### src/rtl/scan_display_ctrl_if.sv
// Frame-load handshake between the register side (master) and the scan controller (slave).
// LOAD_DATA holds eight ANCHO-bit digits, leftmost digit in the MSBs.
interface scan_display_ctrl_if #(
    parameter int ANCHO = 4
);
    logic                 LOAD_VALID;
    logic [8*ANCHO-1:0]   LOAD_DATA;
    logic                 LOAD_READY;

    modport master (
        output LOAD_VALID,
        output LOAD_DATA,
        input  LOAD_READY
    );

    modport slave (
        input  LOAD_VALID,
        input  LOAD_DATA,
        output LOAD_READY
    );
endinterface

### src/rtl/scan_display_ctrl.sv
// 8-digit multiplexed display scanner: frame buffering with tear-free commit,
// per-slot dead time, and optional leading-zero blanking.
module scan_display_ctrl #(
    parameter int ANCHO = 4,
    parameter int DIV   = 1000,
    parameter int DEAD  = 8
) (
    input  logic                 clk,
    input  logic                 rst_n,
    input  logic                 EN,
    input  logic                 LZB,
    scan_display_ctrl_if.slave   load,
    output logic [8*ANCHO-1:0]   FRAME,
    output logic [2:0]           SEL,
    output logic [7:0]           AN,
    output logic                 BLANK,
    output logic                 FRAME_DONE
);

    localparam int CW = (DIV > 1) ? $clog2(DIV) : 1;
    localparam logic [CW-1:0] CNT_LAST = CW'(DIV - 1);
    localparam logic [CW-1:0] DEAD_C   = CW'(DEAD);

    generate
        if (DIV < 2) begin : g_bad_div
            $fatal(1, "scan_display_ctrl: DIV must be >= 2");
        end
        if ((DEAD < 0) || (DEAD >= DIV)) begin : g_bad_dead
            $fatal(1, "scan_display_ctrl: DEAD must satisfy 0 <= DEAD < DIV");
        end
    endgenerate

    typedef enum logic {
        IDLE = 1'b0,
        SCAN = 1'b1
    } state_t;

    state_t               state_q, state_d;
    logic [CW-1:0]        cnt_q, cnt_d;
    logic [2:0]           sel_q, sel_d;
    logic                 frame_done_q, frame_done_d;
    logic [8*ANCHO-1:0]   frame_q, frame_d;
    logic [8*ANCHO-1:0]   pend_buf_q, pend_buf_d;
    logic                 pending_q, pending_d;
    logic                 lzb_q, lzb_d;

    logic                 slot_last;
    logic                 frame_wrap;
    logic                 commit;
    logic                 capture;
    logic [7:0]           digit_zero;
    logic [7:0]           lead_zero;
    logic                 blank;
    logic [7:0]           an;

    // digit_zero[k] refers to the digit shown when SEL=k (leftmost digit is k=0).
    generate
        for (genvar gi = 0; gi < 8; gi++) begin : g_digit
            assign digit_zero[gi] = (frame_q[(7-gi)*ANCHO +: ANCHO] == '0);
            if (gi == 0) begin : g_first
                assign lead_zero[gi] = digit_zero[gi];
            end else begin : g_rest
                assign lead_zero[gi] = lead_zero[gi-1] & digit_zero[gi];
            end
        end
    endgenerate

    always_ff @(posedge clk or negedge rst_n) begin
        if (!rst_n) begin
            state_q      <= IDLE;
            cnt_q        <= '0;
            sel_q        <= '0;
            frame_done_q <= 1'b0;
            frame_q      <= '0;
            pend_buf_q   <= '0;
            pending_q    <= 1'b0;
            lzb_q        <= 1'b0;
        end else begin
            state_q      <= state_d;
            cnt_q        <= cnt_d;
            sel_q        <= sel_d;
            frame_done_q <= frame_done_d;
            frame_q      <= frame_d;
            pend_buf_q   <= pend_buf_d;
            pending_q    <= pending_d;
            lzb_q        <= lzb_d;
        end
    end

    always_comb begin
        state_d      = EN ? SCAN : IDLE;
        cnt_d        = cnt_q;
        sel_d        = sel_q;
        frame_done_d = 1'b0;
        frame_d      = frame_q;
        pend_buf_d   = pend_buf_q;
        pending_d    = pending_q;
        lzb_d        = LZB;

        slot_last  = (state_q == SCAN) && (cnt_q == CNT_LAST);
        frame_wrap = slot_last && (sel_q == 3'd7);

        case (state_q)
            IDLE: begin
                cnt_d = '0;
                sel_d = '0;
            end
            SCAN: begin
                if (!EN) begin
                    cnt_d = '0;
                    sel_d = '0;
                end else if (slot_last) begin
                    cnt_d        = '0;
                    sel_d        = sel_q + 3'd1;
                    frame_done_d = (sel_q == 3'd7);
                end else begin
                    cnt_d = cnt_q + 1'b1;
                end
            end
            default: begin
                cnt_d = '0;
                sel_d = '0;
            end
        endcase

        // Commit needs a full buffer and capture needs an empty one, so they never coincide.
        commit  = pending_q && ((state_q == IDLE) || frame_wrap);
        capture = load.LOAD_VALID && !pending_q;

        if (commit) begin
            frame_d   = pend_buf_q;
            pending_d = 1'b0;
        end else if (capture) begin
            pend_buf_d = load.LOAD_DATA;
            pending_d  = 1'b1;
        end
    end

    // Output decode depends only on registered state.
    always_comb begin
        blank = (state_q == SCAN) && lzb_q && (sel_q != 3'd7) && lead_zero[sel_q];
        an    = 8'hFF;
        if ((state_q == SCAN) && (cnt_q >= DEAD_C) && !blank) begin
            an = ~(8'h80 >> sel_q);
        end
    end

    assign FRAME           = frame_q;
    assign SEL             = sel_q;
    assign AN              = an;
    assign BLANK           = blank;
    assign FRAME_DONE      = frame_done_q;
    assign load.LOAD_READY = !pending_q;

endmodule

### src/flat_wrapper.sv
// flat-port wrapper written by rule: the top's interface ports become plain ports
module scan_display_ctrl_flat 
#(
    parameter int ANCHO = 4,
    parameter int DIV   = 1000,
    parameter int DEAD  = 8
)
  (clk, rst_n, EN, LZB, FRAME, SEL, AN, BLANK, FRAME_DONE, load_LOAD_VALID, load_LOAD_DATA, load_LOAD_READY);
  scan_display_ctrl_if #(.ANCHO(ANCHO)) load_i ();
  input  logic clk;
  input  logic rst_n;
  input  logic EN;
  input  logic LZB;
  output logic [8*ANCHO-1:0] FRAME;
  output logic [2:0] SEL;
  output logic [7:0] AN;
  output logic BLANK;
  output logic FRAME_DONE;
  input wire logic [$bits(load_i.LOAD_VALID)-1:0] load_LOAD_VALID;
  input wire logic [$bits(load_i.LOAD_DATA)-1:0] load_LOAD_DATA;
  output wire logic [$bits(load_i.LOAD_READY)-1:0] load_LOAD_READY;
  assign load_i.LOAD_VALID = load_LOAD_VALID;
  assign load_i.LOAD_DATA = load_LOAD_DATA;
  assign load_LOAD_READY = load_i.LOAD_READY;
  scan_display_ctrl #(.ANCHO(ANCHO), .DIV(DIV), .DEAD(DEAD)) u_core (.clk(clk), .rst_n(rst_n), .EN(EN), .LZB(LZB), .load(load_i), .FRAME(FRAME), .SEL(SEL), .AN(AN), .BLANK(BLANK), .FRAME_DONE(FRAME_DONE));
endmodule
### config.mk
export PLATFORM = sky130hd
export DESIGN_NAME = scan_display_ctrl_flat
export DESIGN_NICKNAME = d
export VERILOG_FILES = /design/src/rtl/scan_display_ctrl_if.sv /design/src/rtl/scan_display_ctrl.sv /design/src/flat_wrapper.sv
export SDC_FILE = /design/constraint.sdc
export NUM_CORES = 1
export LEC_CHECK = 0
export CAP_MARGIN = 20
export CORE_MARGIN = 5
export CORE_UTILIZATION = 45
export DETAILED_ROUTE_END_ITERATION = 10
export DONT_BUFFER_PORTS = 1
export PLACE_DENSITY = 0.62
export SETUP_SLACK_MARGIN = 0.3
export SYNTH_ARGS = -nofsm -noshare
export SYNTH_HDL_FRONTEND = slang
export SYNTH_SLANG_ARGS = --single-unit
### constraint.sdc
create_clock -name clk -period 7.75 [get_ports clk]
set_clock_uncertainty 0.2 [all_clocks]
set_input_delay 2.325 -clock clk [delete_from_list [all_inputs] [get_ports clk]]
set_output_delay 2.325 -clock clk [all_outputs]
set_load 0.05 [all_outputs]
[After elaboration in Yosys (flattened, before gate mapping)]
Index checks and enable logic that the tools add are counted.
Word-level totals
  flip-flop bits (word level): 81
  word-level logic and storage cells: 64
Operators by class
  $add $sub $neg: 2
  magnitude comparators: 2
  equal/unequal tests: 4
  shift operators: 1
  multiplexer cells: 15
  bitwise logic cells: 10
  reduce and logical (&&, ||, !) cells: 22
Operators with widths (count)
  $logic_not 4->1: 8
  $mux 10: 2
  $pmux 10 s2: 1
  $add 10x1->10 const B: 1
  $eq 10x10->1 const B: 1
  $ge 10x4->1 const B: 1
  $logic_and 1x1->1: 9
  $mux 8: 1
  $not 8->8: 1
  $shr 8x3->8 const A: 1
  $and 1x1->1: 7
  $mux 1: 7
  $mux 3: 2
  $ne 3x3->1 const B: 2
  $pmux 3 s2: 1
  $lt 3x4->1 const B: 1
  $add 3x1->3 const B: 1
  $bmux 1 s3: 1
  $eq 3x3->1 const B: 1
  $logic_not 1->1: 2
  $not 1->1: 2
  $reduce_and 2->1: 1
  $reduce_bool 2->1: 1
  $logic_or 1x1->1: 1

[Logic depth before layout (Yosys ltp)]
  word-level depth: 14
  gate-level depth with buffers: 7
  gate-level depth less buffers: 6

[Worst setup path after synthesis]
OpenSTA, ideal clock, no wires.
  path kind: register to output
  from: register u_core.sel_q[1], in the netlist u_core.SEL[1]
  to: output port AN[1]
  arrival: 2.274 ns
  required time: 5.225 ns
  path slack: 2.951 ns
  stages on the path, launching flop included: 7
  buffers on the path: 0
  path through: dfrtp_1 > ha_1 > ha_1 > nor2_1 > nand4_1 > a2111o_1 > or4b_1
On the way
  longest elaborated chain between the ends: 6
Ends and longest elaborated chain
  from (decl): RTL line scan_display_ctrl.sv:40  | logic [2:0] sel_q, sel_d;
  from (signal assigned): RTL line scan_display_ctrl.sv:81  | sel_q <= sel_d;
  $bmux 1 s3 / $ne 3x3->1 (equally long branches): RTL line scan_display_ctrl.sv:141  | blank = (state_q == SCAN) && lzb_q && (sel_q != 3'd7) && lead_zero[sel_q];
  $mux 1 (implied by the code) / $logic_and 1x1->1 (equally long branches): RTL line scan_display_ctrl.sv:141
  $logic_and 1x1->1: RTL line scan_display_ctrl.sv:141
  $logic_not 1->1: RTL line scan_display_ctrl.sv:143  | if ((state_q == SCAN) && (cnt_q >= DEAD_C) && !blank) begin
  $logic_and 1x1->1: RTL line scan_display_ctrl.sv:143
  $mux 8 (*): RTL line scan_display_ctrl.sv:143
  to (decl): RTL line flat_wrapper.sv:16  | output logic [7:0] AN;
Mark *: on every way between the ends. The rest lies on a longest branch, timed or not. The select of a mux whose other input is x is not followed.

[Worst setup path after layout]
  from: register u_core.sel_q[0], in the netlist u_core.SEL[0]
  to: output port AN[2]
The elaborated chain is that of the path after synthesis.

==> metrics <==
status=finished, final reports clean; buffer and inverter count on the worst path=0; post-route clock period utilization=0.6919; Setup Buffers After CTS=0; Mapped Cells=254; Post-synth top flop=dfrtp_1; TritonCTS Sinks=81; GRT overflow=0; Ys Warns=0; setup violators final=0; Initial Utilization=0.4624; synth cell count leaders=dfrtp_1, mux2_1, mux2_4; measured slew at the worst slew-check pin=0.9788 ns; CP Capture Type=primary output; P&R area growth vs syn=7.598%; Fin. Hold Viols=0; first-pass GRT wire length=~11,000 microns; Synth area leaders=dfrtp_1, mux2_4, mux2_1, ha_1, nor2_1; cell with the most instances after synthesis=dfrtp_1; Die Width=99.11 microns; syn nets=approximately 300; DRT antenna net count=0; critical path launch point type=register; Fmax achieved=186.5 MHz; cell mode on critical path=ha_1; Final Instance Area=0.003845 sq mm; relative slew slack=0.3461; Pleak=between 0.0015 and 0.002 uW; number of buffers created by CTS=9; Final min period=5.362 ns; DRC Markers=0; vias per inst=5.467; number of core rows=32; Final Wtd Congestion=between 0.8 and 0.9; DR WL/cell=about 19 microns; Crit path max-delay family=simple AND/OR/NAND/NOR gates; area taken by multi-input logic gates=0.001455 sq mm; Worst path max stage delay=0.65 ns; critical path fanouts, max=8; Setup Crit Path Kind=reg -> out; largest area contributor in the netlist=dfrtp_1; DR pass1 iterations=4; Clock Path Buffers=2; EDFF count, synth=0; Nets=301; vias in the first global route=about 2,100; RSZ-0062 raised after global routing=no; clk_lat worst skew=0.34 ns; port buffer count=0; mean post-synth cell area=14.07 sq um; critical path's slowest cell=dfrtp_1; I/O pins=83; vias=1,990; layout cells sized above 1=0.1916; Sequential Area=0.002027 sq mm; hold_buf cts=0; Resized cells post-CTS=0; setup TNS=0 ns; max cap viols=0; Starting DRT DRC Count=57; DP Wirelength=4879 microns; routed wire length=just under 7000 microns; H-tree lvl count=3; CTS tree=built; root buf cell=clkbuf_8; # fillers=about 680; initial antenna violation count=2; pwr dens=350.1 mW/mm^2; Yosys cell types=37; pin count of the biggest net entering global routing=82; worst endpoint required time=5.22 ns; Worst VDD drop=0.1751 mV; Core ar.=0.007727 sq mm; flop and latch count out of synthesis=81; post-synth top area share=0.5672; Final Max Tran Viols=0; die height=99.11 microns; full die area=around 0.01 sq mm; min-delay worst type=reg -> reg; CP cell instances=ha_1, ha_1, nor2_1, nand4_1, a2111o_1, or4b_1; Pwr Total=1346 uW; GR Util All Layers=0.1483; DP Area=0.003643 sq mm; clk slew on worst S/H paths=0.09 ns; crit path DAT=2.84 ns; FFs w/ async S/R, synth=1.000; utilization after layout=0.4976; sequential element share of the synthesized area=0.5672; Mapped Area=approximately 0.0036 sq mm
-- registers in the layout, summed over array words and instances (netlist names) --
register,cells
u_core.pend_buf_q,32
u_core.pending_q,1
u_core.FRAME,32
u_core.FRAME_DONE,1
u_core.SEL,3
u_core.lzb_q,1
u_core.state_q,1
u_core.cnt_q,10
-- cell families after synthesis --
family / after synthesis / synth area share
flip-flops: 81 / 0.5672
multiplexers: 65 / 0.2360
AND/OR/NAND/NOR: 62 / 0.09419
buffers and inverters: 19 / 0.02766
AO/OA/AOI/OAI: 10 / 0.02486
XOR/XNOR: 9 / 0.02206
adder cells (fa/ha/maj): 8 / 0.02801
-- layout make-up --
type                       instances  area share
clock inverter                     5     0.01041
tap                              102     0.03319
timing repair buffer               1    0.007159
inverter                           9    0.008786
sequential                        81      0.5272
multi-input combinational        154      0.3785
antenna                            1   0.0006508
clock buffer                      11     0.03417
-- layer usage --
metal,up-vias,wire (microns),global-route usage
li1,905,-,-
met4,2,97,0.04517
met3,9,669,0.08345
met2,75,3076,0.2268
met5,-,7,0
met1,999,3018,0.1792
-- cell usage in the layout, fill, tap and decap left out, types with 5 or more instances in the layout --
master	instances
clkbuf_8	9
xnor2_1	5
dfrtp_1	81
nand2_1	12
mux2_4	30
inv_1	9
nor3_1	5
nor2_1	18
nor4_1	5
ha_1	8
mux2_1	34
-- stage by stage --
step           std cells  worst slack [ns]  hold slack [ns]
2_1_floorplan        254             2.951           0.2503
3_3_place_gp         346             2.783           0.2645
3_5_place_dp         346             2.740           0.2750
4_1_cts              362             2.344           0.2953
5_1_grt              364             2.191           0.3134
6_report             364             2.388           0.2880
-- power by group --
group	switching (uW)	total (uW)	internal [uW]
sequential	366	893	528
combinational	55.5	183	127
clock	151	270	119
total	572	1350	774
-- worst register-to-register path, stage by stage, from the launching register on --
cell,delay (ns)
dfrtp_1,0.65
ha_1,0.37
ha_1,0.23
and2_1,0.17
a41o_1,0.29
nand2_2,0.49
buf_16,0.25
mux2_1,0.33
-- worst paths after layout --
kind / startpoint / endpoint / slack [ns] / cells after the start
worst max-delay path: u_core.SEL[0] / AN[2] / 2.39 / 6
worst min-delay path: u_core.pend_buf_q[16] / u_core.pend_buf_q[16] / 0.29 / 1
worst max register to register: u_core.SEL[0] / u_core.FRAME[1] / 4.66 / 7
worst min register to register: u_core.pend_buf_q[16] / u_core.pend_buf_q[16] / 0.29 / 1
max in group asynchronous: rst_n / u_core.pend_buf_q[8] / 5.74 / 0
min in group asynchronous: rst_n / u_core.pend_buf_q[27] / 1.48 / 0
Note: power is estimated with default switching activity, not from simulation.
